--- src/rtl/brk_sequencer_pkg.sv ---
// rtl/brk_sequencer_pkg.sv - shared types and helpers for the BRK/interrupt sequencer
// Contents:
//   brk_st_t  : sequence states IDLE, S2..S7 (T1 is the cycle before S2)
//   VEC_*     : vector select codes; the vector address is VEC_BASE + 2*code
//   vec_addr  : vector low-byte address for a select code
package brk_pkg;

  typedef enum logic [2:0] {
    ST_IDLE = 3'd0,
    ST_S2   = 3'd1,
    ST_S3   = 3'd2,
    ST_S4   = 3'd3,
    ST_S5   = 3'd4,
    ST_S6   = 3'd5,
    ST_S7   = 3'd6
  } brk_st_t;

  localparam logic [1:0] VEC_NMI = 2'd0;
  localparam logic [1:0] VEC_RES = 2'd1;
  localparam logic [1:0] VEC_IRQ = 2'd2;

  // Low-byte address of the selected vector; wraps at 16 bits.
  function automatic logic [15:0] vec_addr(input logic [15:0] base, input logic [1:0] sel);
    return base + {13'd0, sel, 1'b0};
  endfunction

endpackage

--- src/rtl/brk_sequencer_if.sv ---
// rtl/brk_sequencer_if.sv - pin/dispatcher bundle of the BRK/interrupt sequencer
// Signals:
//   n_RES, n_NMI, n_IRQ : CPU interrupt/reset pins (active low)
//   I_FLAG              : P.I, masks IRQ only
//   BRK_OP, T1          : decoder $00 flag and dispatcher opcode-fetch cycle
//   n_ready             : 1 = stall
//   B_OUT               : force $00 into IR (hardware interrupt)
//   BRK6E, BRK7         : vector low / high fetch cycles
//   RESP, DORES         : reset pending, write suppression during RES
//   B_FLAG              : B value pushed in S5
//   VEC_ADDR            : vector byte address in S6/S7, else 0
// Modports: master = CPU/dispatcher side, slave = sequencer.
interface brk_sequencer_if;

  logic        n_RES;
  logic        n_NMI;
  logic        n_IRQ;
  logic        I_FLAG;
  logic        BRK_OP;
  logic        T1;
  logic        n_ready;
  logic        B_OUT;
  logic        BRK6E;
  logic        BRK7;
  logic        RESP;
  logic        DORES;
  logic        B_FLAG;
  logic [15:0] VEC_ADDR;

  modport master (
    output n_RES, n_NMI, n_IRQ, I_FLAG, BRK_OP, T1, n_ready,
    input  B_OUT, BRK6E, BRK7, RESP, DORES, B_FLAG, VEC_ADDR
  );

  modport slave (
    input  n_RES, n_NMI, n_IRQ, I_FLAG, BRK_OP, T1, n_ready,
    output B_OUT, BRK6E, BRK7, RESP, DORES, B_FLAG, VEC_ADDR
  );

endinterface

--- src/rtl/brk_sequencer_int_edge_latch.sv ---
// rtl/brk_sequencer_int_edge_latch.sv - pin synchroniser with falling-edge pending latch on bit 0
// Ports:
//   clk, rst_n : clock, asynchronous active-low reset (chains load 1 = pins idle)
//   pin_i      : W raw active-low pins
//   clr_i      : clear the pending latch (a simultaneous new edge wins)
//   sync_o     : W synchronised pin levels
//   pend_o     : pending latch, set by a synced 1->0 on pin_i[0]
module int_edge_latch #(
  parameter int W = 3,
  parameter int N = 2
) (
  input  logic         clk,
  input  logic         rst_n,
  input  logic [W-1:0] pin_i,
  input  logic         clr_i,
  output logic [W-1:0] sync_o,
  output logic         pend_o
);

  logic [W-1:0][N-1:0] sync_q, sync_d;
  logic                pend_q, pend_d;
  logic                fall;

  always_comb begin
    sync_d = sync_q;
    for (int i = 0; i < W; i++) begin
      sync_d[i][0] = pin_i[i];
      for (int j = 1; j < N; j++) begin
        sync_d[i][j] = sync_q[i][j-1];
      end
    end
  end

  // Edge is seen as the last stage is about to load 0, so the pending bit
  // rises on the same clock that the synced level falls.
  assign fall = sync_q[0][N-1] & ~sync_d[0][N-1];

  always_comb begin
    pend_d = fall | (pend_q & ~clr_i);
  end

  always_ff @(posedge clk or negedge rst_n) begin
    if (!rst_n) begin
      sync_q <= '1;
      pend_q <= 1'b0;
    end else begin
      sync_q <= sync_d;
      pend_q <= pend_d;
    end
  end

  always_comb begin
    for (int i = 0; i < W; i++) begin
      sync_o[i] = sync_q[i][N-1];
    end
  end

  assign pend_o = pend_q;

endmodule

--- src/rtl/brk_sequencer.sv ---
// rtl/brk_sequencer.sv - RES/NMI/IRQ/BRK injection and 7-cycle vector sequence
// Ports:
//   PHI0  : clock, one rising edge per CPU cycle
//   n_RST : asynchronous active-low block reset
//   bus   : brk_sequencer_if.slave (pins, T1/BRK_OP/n_ready in; sequence outputs out)
module brk_sequencer
  import brk_pkg::*;
#(
  parameter logic [15:0] VEC_BASE = 16'hFFFA,
  parameter int          NMI_SYNC = 2
) (
  input logic              PHI0,
  input logic              n_RST,
  brk_sequencer_if.slave   bus
);

  logic [2:0]  pins_s;
  logic        n_nmi_s_unused;
  logic        n_irq_s, n_res_s;
  logic        nmi_pend, nmi_clr, res_clr;
  logic        irq_req, resp;

  brk_st_t     state_q, state_d;
  logic        b_out_q, b_out_d;
  logic        is_sw_q, is_sw_d;
  logic        res_ent_q, res_ent_d;
  logic [1:0]  sel_q, sel_d;
  logic [15:0] vec_addr_q, vec_addr_d;
  logic        dores_q, dores_d;
  logic        brk6e_q, brk6e_d;
  logic        brk7_q, brk7_d;
  logic        b_flag_q, b_flag_d;
  logic        res_pend_q, res_pend_d;

  int_edge_latch #(.W(3), .N(NMI_SYNC)) u_nmi (
    .clk    (PHI0),
    .rst_n  (n_RST),
    .pin_i  ({bus.n_RES, bus.n_IRQ, bus.n_NMI}),
    .clr_i  (nmi_clr),
    .sync_o (pins_s),
    .pend_o (nmi_pend)
  );

  assign n_nmi_s_unused = pins_s[0];
  assign n_irq_s        = pins_s[1];
  assign n_res_s        = pins_s[2];

  assign irq_req = ~n_irq_s & ~bus.I_FLAG;
  assign resp    = res_pend_q | ~n_res_s;

  always_comb begin
    state_d    = state_q;
    b_out_d    = b_out_q;
    is_sw_d    = is_sw_q;
    res_ent_d  = res_ent_q;
    sel_d      = sel_q;
    vec_addr_d = vec_addr_q;
    nmi_clr    = 1'b0;
    res_clr    = 1'b0;

    if (!bus.n_ready) begin
      case (state_q)
        ST_IDLE: begin
          if (bus.T1) begin
            if (res_pend_q || nmi_pend || irq_req) begin
              state_d   = ST_S2;
              b_out_d   = 1'b1;
              is_sw_d   = 1'b0;
              res_ent_d = res_pend_q;
            end else if (bus.BRK_OP) begin
              state_d   = ST_S2;
              b_out_d   = 1'b0;
              is_sw_d   = 1'b1;
              res_ent_d = 1'b0;
            end
          end
        end
        ST_S2: state_d = ST_S3;
        ST_S3: state_d = ST_S4;
        ST_S4: state_d = ST_S5;
        ST_S5: begin
          // Last chance for RES/NMI to take over the vector.
          state_d    = ST_S6;
          sel_d      = resp ? VEC_RES : (nmi_pend ? VEC_NMI : VEC_IRQ);
          vec_addr_d = vec_addr(VEC_BASE, sel_d);
        end
        ST_S6: begin
          state_d    = ST_S7;
          vec_addr_d = vec_addr_q + 16'd1;
        end
        ST_S7: begin
          state_d    = ST_IDLE;
          b_out_d    = 1'b0;
          vec_addr_d = 16'd0;
          nmi_clr    = (sel_q == VEC_NMI);
          res_clr    = (sel_q == VEC_RES);
        end
        default: begin
          state_d    = ST_IDLE;
          b_out_d    = 1'b0;
          vec_addr_d = 16'd0;
        end
      endcase
    end

    // Per-state strobes are decoded from the next state so they line up
    // with the registered state.
    dores_d    = res_ent_d && (state_d == ST_S3 || state_d == ST_S4 || state_d == ST_S5);
    brk6e_d    = (state_d == ST_S6);
    brk7_d     = (state_d == ST_S7);
    b_flag_d   = is_sw_d && (state_d == ST_S5);
    res_pend_d = ~n_res_s | (res_pend_q & ~res_clr);
  end

  always_ff @(posedge PHI0 or negedge n_RST) begin
    if (!n_RST) begin
      state_q    <= ST_IDLE;
      b_out_q    <= 1'b0;
      is_sw_q    <= 1'b0;
      res_ent_q  <= 1'b0;
      sel_q      <= VEC_NMI;
      vec_addr_q <= 16'd0;
      dores_q    <= 1'b0;
      brk6e_q    <= 1'b0;
      brk7_q     <= 1'b0;
      b_flag_q   <= 1'b0;
      res_pend_q <= 1'b1;
    end else begin
      state_q    <= state_d;
      b_out_q    <= b_out_d;
      is_sw_q    <= is_sw_d;
      res_ent_q  <= res_ent_d;
      sel_q      <= sel_d;
      vec_addr_q <= vec_addr_d;
      dores_q    <= dores_d;
      brk6e_q    <= brk6e_d;
      brk7_q     <= brk7_d;
      b_flag_q   <= b_flag_d;
      res_pend_q <= res_pend_d;
    end
  end

  assign bus.B_OUT    = b_out_q;
  assign bus.BRK6E    = brk6e_q;
  assign bus.BRK7     = brk7_q;
  assign bus.RESP     = resp;
  assign bus.DORES    = dores_q;
  assign bus.B_FLAG   = b_flag_q;
  assign bus.VEC_ADDR = vec_addr_q;

endmodule
--- src/flat_wrapper.sv ---
// flat-port wrapper written by rule: the top's interface ports become plain ports
module brk_sequencer_flat import brk_pkg::*;
#(
  parameter logic [15:0] VEC_BASE = 16'hFFFA,
  parameter int          NMI_SYNC = 2
)
  (PHI0, n_RST, bus_n_RES, bus_n_NMI, bus_n_IRQ, bus_I_FLAG, bus_BRK_OP, bus_T1, bus_n_ready, bus_B_OUT, bus_BRK6E, bus_BRK7, bus_RESP, bus_DORES, bus_B_FLAG, bus_VEC_ADDR);
  brk_sequencer_if bus_i ();
  input logic PHI0;
  input logic n_RST;
  input wire logic [$bits(bus_i.n_RES)-1:0] bus_n_RES;
  input wire logic [$bits(bus_i.n_NMI)-1:0] bus_n_NMI;
  input wire logic [$bits(bus_i.n_IRQ)-1:0] bus_n_IRQ;
  input wire logic [$bits(bus_i.I_FLAG)-1:0] bus_I_FLAG;
  input wire logic [$bits(bus_i.BRK_OP)-1:0] bus_BRK_OP;
  input wire logic [$bits(bus_i.T1)-1:0] bus_T1;
  input wire logic [$bits(bus_i.n_ready)-1:0] bus_n_ready;
  output wire logic [$bits(bus_i.B_OUT)-1:0] bus_B_OUT;
  output wire logic [$bits(bus_i.BRK6E)-1:0] bus_BRK6E;
  output wire logic [$bits(bus_i.BRK7)-1:0] bus_BRK7;
  output wire logic [$bits(bus_i.RESP)-1:0] bus_RESP;
  output wire logic [$bits(bus_i.DORES)-1:0] bus_DORES;
  output wire logic [$bits(bus_i.B_FLAG)-1:0] bus_B_FLAG;
  output wire logic [$bits(bus_i.VEC_ADDR)-1:0] bus_VEC_ADDR;
  assign bus_i.n_RES = bus_n_RES;
  assign bus_i.n_NMI = bus_n_NMI;
  assign bus_i.n_IRQ = bus_n_IRQ;
  assign bus_i.I_FLAG = bus_I_FLAG;
  assign bus_i.BRK_OP = bus_BRK_OP;
  assign bus_i.T1 = bus_T1;
  assign bus_i.n_ready = bus_n_ready;
  assign bus_B_OUT = bus_i.B_OUT;
  assign bus_BRK6E = bus_i.BRK6E;
  assign bus_BRK7 = bus_i.BRK7;
  assign bus_RESP = bus_i.RESP;
  assign bus_DORES = bus_i.DORES;
  assign bus_B_FLAG = bus_i.B_FLAG;
  assign bus_VEC_ADDR = bus_i.VEC_ADDR;
  brk_sequencer #(.VEC_BASE(VEC_BASE), .NMI_SYNC(NMI_SYNC)) u_core (.PHI0(PHI0), .n_RST(n_RST), .bus(bus_i));
endmodule
--- config.mk ---
export PLATFORM = sky130hd
export DESIGN_NAME = brk_sequencer_flat
export DESIGN_NICKNAME = d
export VERILOG_FILES = /design/src/rtl/brk_sequencer_pkg.sv /design/src/rtl/brk_sequencer_if.sv /design/src/rtl/brk_sequencer_int_edge_latch.sv /design/src/rtl/brk_sequencer.sv /design/src/flat_wrapper.sv
export SDC_FILE = /design/constraint.sdc
export NUM_CORES = 1
export LEC_CHECK = 0
export ABC_CLOCK_PERIOD_IN_PS = 2700
export CELL_PAD_IN_SITES_DETAIL_PLACEMENT = 1
export CELL_PAD_IN_SITES_GLOBAL_PLACEMENT = 1
export CORE_MARGIN = 1.5
export CORE_UTILIZATION = 25
export DETAILED_ROUTE_END_ITERATION = 10
export PLACE_DENSITY = 0.6
export SYNTH_ARGS = -nofsm -noshare
export SYNTH_HDL_FRONTEND = slang
export SYNTH_HIERARCHICAL = 1
export SYNTH_SLANG_ARGS = --single-unit
--- constraint.sdc ---
create_clock -name PHI0 -period 2.7 [get_ports PHI0]
set_input_delay 0.405 -clock PHI0 [delete_from_list [all_inputs] [get_ports PHI0]]
set_output_delay 0.405 -clock PHI0 [all_outputs]
set_load 0.01 [all_outputs]
==> results of run 1 <==
==> layout make-up <==
class	instances	area share
clock buffers	6	0.0308
clock inverters	2	0.0148
inverters	6	0.00954
multi-input cells	135	0.366
flip-flops and latches	36	0.385
well taps	99	0.0525
repair buffers	35	0.141
==> through the flow <==
stage          utilization  setup slack (ns)  power (mW)  cell area, um2
2_1_floorplan            -              1.13        1.49            1850
3_3_place_gp         0.312             0.563        1.94            2250
3_5_place_dp         0.312             0.483        1.96            2250
4_1_cts              0.327             0.624        2.45            2360
5_1_grt              0.327             0.561        2.60            2360
6_report             0.327             0.638        2.40            2360
==> report_power, final <==
part	internal, mW	leakage, nW	switching, mW	total [mW]
Sequential	0.725	0.439	0.278	1.00
Clock	0.274	0.0552	0.197	0.471
Combinational	0.488	0.440	0.443	0.931
==> worst paths after layout <==
kind	start	to	cells past startpoint
worst max-delay path	u_core/u_nmi/sync_o[2]$_DFF_PN1_	bus_RESP	3
worst min-delay path	n_RST	u_core/bus.VEC_ADDR[6]$_DFFE_PN0P_	1
worst max register to register	u_core/state_q[0]$_DFF_PN0_	u_core/bus.DORES$_DFF_PN0_	4
worst min register to register	u_core/u_nmi/sync_d[5]$_DFF_PN1_	u_core/u_nmi/sync_o[2]$_DFF_PN1_	0
max in group asynchronous	n_RST	u_core/res_ent_q$_DFF_PN0_	1
min in group PHI0	u_core/u_nmi/sync_d[5]$_DFF_PN1_	u_core/u_nmi/sync_o[2]$_DFF_PN1_	0
==> state kept, by name (all words and copies together) (netlist names), 2 cells and up <==
| signal | cells |
|---|---|
| u_core/u_nmi/sync_o | 3 |
| u_core/bus.VEC_ADDR | 16 |
| u_core/sel_q | 2 |
| u_core/u_nmi/sync_d | 3 |
| u_core/state_q | 3 |
==> placed cells by master, fill, tap and decap left out, types with 2 or more instances in the layout <==
cell,count
a21o_1,2
a21oi_1,8
a22o_1,5
a31o_2,3
a31oi_1,3
and3_1,3
and4_1,2
buf_4,5
clkbuf_8,5
clkdlybuf4s50_1,29
dfrtp_1,29
dfstp_2,7
inv_1,6
mux2_2,2
nand2_1,19
nand3_1,7
nand3b_1,2
nand4_1,5
nor2_1,11
nor2b_1,5
nor3_1,6
nor3b_1,2
nor4_1,4
nor4b_1,2
o21ai_0,16
o31ai_1,4
==> cell families after synthesis <==
kind of cell             share of synthesized area
AO/OA/AOI/OAI                                0.211
adder cells (fa/ha/maj)                    0.00678
buffers and inverters                       0.0393
flip-flops                                   0.493
multiplexers                                0.0176
AND/OR/NAND/NOR                              0.233
==> critical path: stages (launching register included) <==
cell	delay, ns
dfstp_2	0.53
nor2b_1	0.23
inv_1	0.12
clkdlybuf4s50_1	0.49
==> metal layers <==
layer / routed length, um / GRT usage / up-vias
met5: 0 / 0 / -
met2: 2430 / 0.238 / 29
met1: 2340 / 0.170 / 793
met4: 8 / 0.0256 / 0
met3: 186 / 0.0305 / 2
li1: - / - / 756
==> impl_results.md, run 1 <==
* Status: finished, final reports clean
* Yosys cell types at 50
* First-pass GRT wire length at 8190 um
* Post-Syn Nets at 197
* Yosys reg bits at 36
* FFs w/ async S/R, synth at 1.00
* Post-layout min period at 2.06 ns
* Layout cell share with drive strength beyond 1 at 0.145
* Via density at 4.95
* Yosys top cell area share at 0.393
* Crit path arrival time at 1.66 ns
* Top_reg_cell synth: dfrtp_1
* Fin crit share at 0.764
* List of most frequent post-synthesis cells: dfrtp_1, nand2_1, o21ai_0
* Most numerous cell in the Yosys netlist: dfrtp_1
* TritonCTS Sinks at 36
* Pin count of the biggest net entering global routing at 37
* ANT cells at 0
* Worst Clk Skew at 0.00630 ns
* Worst-path clk slew at 0.08 ns
* Max VDD drop at 0.000316 V
* Fillcell total at 861
* Clock buffer depth at 2
* CTS Hold Bufs at 0
* Max-cap violation count at 0
* Worst-Margin Slew at 0.822 ns
* Initial drt markers at 79
* Max H-tree Level at 2
* CORE AREA at 0.00721 mm2
* Post-synth EDFFs at 0
* Area leader, netlist: dfrtp_1
* Final setup fails at 0
* Die Width at 88.9 um
* Critical-path maximum fanout at 3
* Critical path data required time at 2.30 ns
* Hold crit path type: in -> async
* R2R Setup Slk at 0.76 ns
* Endpoint class of the critical path: output port
* Die ar. at 0.00791 mm2
* PwrDens at 1020 mW/mm2
* Multi-input gate area at 863 um2
* Sequential area share after synthesis at 0.493
* DR pass1 iterations at 4
* Routed Antenna Nets at 0
* Worst setup SP type: register
* Max-slew violations at 0
* Root Driver: clkbuf_8
* Synth top area cells: dfrtp_1, dfstp_2, o21ai_0, nand2_1, a22o_1
* RSZ-0062 raised after global routing: false
* Relative max-transition margin at 0.452
* Worst Setup Path Type: reg -> out
* Yosys warns at 6
* Std-Cell Rows at 31
* CTS tree: done
* Antenna violations before repair at 0
* Final hold slack at 0.207 ns
* GP Congestion at 0.797
* Post-Synthesis Cells at 187
* Fin cells at 319
* Final wirelength at 4970 um
* Final hold violation count at 0
* Clk_lat worst skew at 0.29 ns
* Top Ports at 31
* Post-CTS Setup Inserts at 0
* Post-DR wirelength/cell at 15.6 um
* Fin nets at 229
* Total number of vias at 1,580
* Overflow after GRT at 0
* # DRC at 0
* Total Routing Usage GR at 0.135
* PortBufs at 30
* Final setup TNS at 0 ns
* Pleak at 0.934 nW
* TritonCTS Buffers at 5
* Cell count after placement at 311
* Mapped cell area at 0.00185 mm2
* Die Height at 88.9 um
* Post-cts resize count at 0
* Number of global-route vias before repair at 1,652
* Reg area at 910 um2
* Layout area overhead at 27.9%
* Fmax at 485 MHz
* DP Wirelength at 3450 um
* Initial core utilization at 0.256
* Syn_area_per_cell at 9.87 um2
No activity file was read; power rests on OpenSTA's default activity.
==> inputs of run 2 (changes only) <==
--- a/config.mk
+++ b/config.mk
@@ -5,7 +5,7 @@
 export SDC_FILE = /design/constraint.sdc
 export NUM_CORES = 1
 export LEC_CHECK = 0
-export ABC_CLOCK_PERIOD_IN_PS = 2700
+export ABC_CLOCK_PERIOD_IN_PS = 2150
 export CELL_PAD_IN_SITES_DETAIL_PLACEMENT = 1
 export CELL_PAD_IN_SITES_GLOBAL_PLACEMENT = 1
 export CORE_MARGIN = 1.5
==> constraint.sdc (replaced) <==
create_clock -name PHI0 -period 2.15 [get_ports PHI0]
set_input_delay 0.3225 -clock PHI0 [delete_from_list [all_inputs] [get_ports PHI0]]
set_output_delay 0.3225 -clock PHI0 [all_outputs]
set_load 0.01 [all_outputs]
==> run 2 against run 1 <==
Global-route usage up 0.86 points. Sequential share of layout area is 0.78 points lower. Cell area grew 2.1%. Combinational power grew 35%. Core utilization rose by 0.68 points. Non-clock buffer count up 6. Sequential power up 23%. Setup slack worse by 0.48 ns. Hold slack got worse by 0.083 ns. Count of clock-buffer cells in the layout fell by 1. Cell count grew 1.9%. Sequential cell count did not move. Critical path type unchanged. Critical endpoint unchanged. Largest cell class unchanged.
==> impl_results.md, run 2 (synthesized netlist as in run 1, its figures left out) <==
* Status: finished, final reports clean
* Place WS at 0.107 ns
* Relative max-transition margin at 0.442
* Max VDD drop at 0.000391 V
* Crit path arrival time at 1.67 ns
* Via density at 4.96
* Max incr delay on CP at 0.54 ns
* Reg area at 910 um2
* Std-Cell Rows at 31
* Die Width at 88.9 um
* Number of global-route vias before repair at 1,684
* Post-cts resize count at 0
* Critical-path cell list: nor2b_1 > inv_1 > clkdlybuf4s50_1
* Antenna violations before repair at 0
* Post-CTS Setup Inserts at 0
* Hold crit path type: in -> async
* Total number of vias at 1,613
* # DRC at 0
* Levels on crit path at 3
* Final setup fails at 0
* CTS Hold Bufs at 0
* Final wirelength at 4990 um
* Initial drt markers at 60
* Critical path data required time at 1.83 ns
* Critical-path maximum fanout at 3
* Layout area overhead at 30.5%
* Routed Antenna Nets at 0
* Worst Setup Path Type: reg -> out
* CORE AREA at 0.00721 mm2
* First-pass GRT wire length at 8700 um
* TritonCTS Buffers at 5
* Worst Clk Skew at 0.00622 ns
* Overflow after GRT at 0
* Fin crit share at 0.925
* Worst-path clk slew at 0.08 ns
* Max H-tree Level at 2
* Worst-Margin Slew at 0.838 ns
* PwrDens at 1290 mW/mm2
* Commonest non-fill, non-tap cells in the layout: clkdlybuf4s50_1, dfrtp_1, nand2_1
* Die ar. at 0.00791 mm2
* Final hold violation count at 0
* Root Driver: clkbuf_8
* CTS tree: done
* CP max stage cell: dfstp_2
* DR pass1 iterations at 4
* Max-cap violation count at 0
* RSZ-0062 raised after global routing: false
* ANT cells at 0
* Fmax at 503 MHz
* Max-slew violations at 0
* Top Ports at 31
* Fillcell total at 849
* DP Wirelength at 3570 um
* Multi-input gate area at 863 um2
* TritonCTS Sinks at 36
* Register-to-Register Path Depth at 4
* Initial core utilization at 0.256
* Sum of buffers and inverters on the critical path at 2
* Clk_lat worst skew at 0.29 ns
* Final setup margin at 0.160 ns
* Layout cell share with drive strength beyond 1 at 0.173
* Worst setup SP type: register
* Pin count of the biggest net entering global routing at 37
* Fin nets at 235
* Final setup TNS at 0 ns
* Post-layout min period at 1.99 ns
* Max reg flops at 16
* GP Congestion at 0.817
* Post-DR wirelength/cell at 15.4 um
* Pleak at 0.963 nW
* Endpoint class of the critical path: output port
* Total Routing Usage GR at 0.144
* Die Height at 88.9 um
* CP top delay family: buffers and inverters
* PortBufs at 30
* Clock buffer depth at 2
-- run 2: cell count changes in the layout (fill, tap and decap cells not counted) --
cell	before	now
buf_4	5	11
clkbuf_1	1	0
clkinvlp_4	0	1
-- run 2: worst register-to-register path: cells and delay by family, from the launching register on --
| family | cells | cell delay [ns] |
|---|---|---|
| AOI/OAI and AO/OA | 2 | 0.42 |
| and+or+nand+nor | 2 | 0.73 |
| DFF | 1 | 0.52 |
-- run 2: area by class of cell --
cell class                      count  area share
Tap cell                           99      0.0514
Inverter                            6     0.00935
Timing Repair Buffer               41       0.157
Multi-Input combinational cell    135       0.358
Clock inverter                      3      0.0177
Sequential cell                    36       0.378
Clock buffer                        5      0.0286
-- run 2: report_power, final --
group	leakage [nW]	internal (mW)	switching [mW]	total [mW]
Sequential	0.439	0.911	0.316	1.23
Clock	0.0541	0.343	0.263	0.606
Combinational	0.470	0.661	0.601	1.26
-- run 2: path summary, 6_finish.rpt --
path                                                       to                             start  slack, ns
min in group PHI0            u_core/u_nmi/sync_o[1]$_DFF_PN1_  u_core/u_nmi/sync_d[3]$_DFF_PN1_       0.36
max reg2reg                       u_core/bus.B_FLAG$_DFF_PN0_       u_core/state_q[1]$_DFF_PN0_       0.37
max in group asynchronous           u_core/bus.BRK7$_DFF_PN0_                             n_RST       1.49
max                                                  bus_RESP  u_core/u_nmi/sync_o[2]$_DFF_PN1_       0.16
min reg2reg                  u_core/u_nmi/sync_o[1]$_DFF_PN1_  u_core/u_nmi/sync_d[3]$_DFF_PN1_       0.36
min                        u_core/bus.VEC_ADDR[5]$_DFFE_PN0P_                             n_RST       0.12
-- run 2: metrics by stage --
step	hold slack, ns	power, mW	utilization	cells	cell area (um2)
floorplan	0.0269	1.87	-	187	1850
global placement	0.346	2.49	0.318	317	2300
detailed placement	0.348	2.52	0.318	317	2300
CTS	0.150	3.15	0.334	325	2410
global route	0.184	3.35	0.334	325	2410
finish	0.124	3.10	0.334	325	2410
-- run 2: per-layer routing --
metal | share of wire | vias up | global-route usage
met4 | 0.0096 | 0 | 0.0384
met2 | 0.47 | 37 | 0.238
met1 | 0.48 | 801 | 0.192
li1 | - | 769 | -
met3 | 0.031 | 6 | 0.0277
met5 | 0 | - | 0
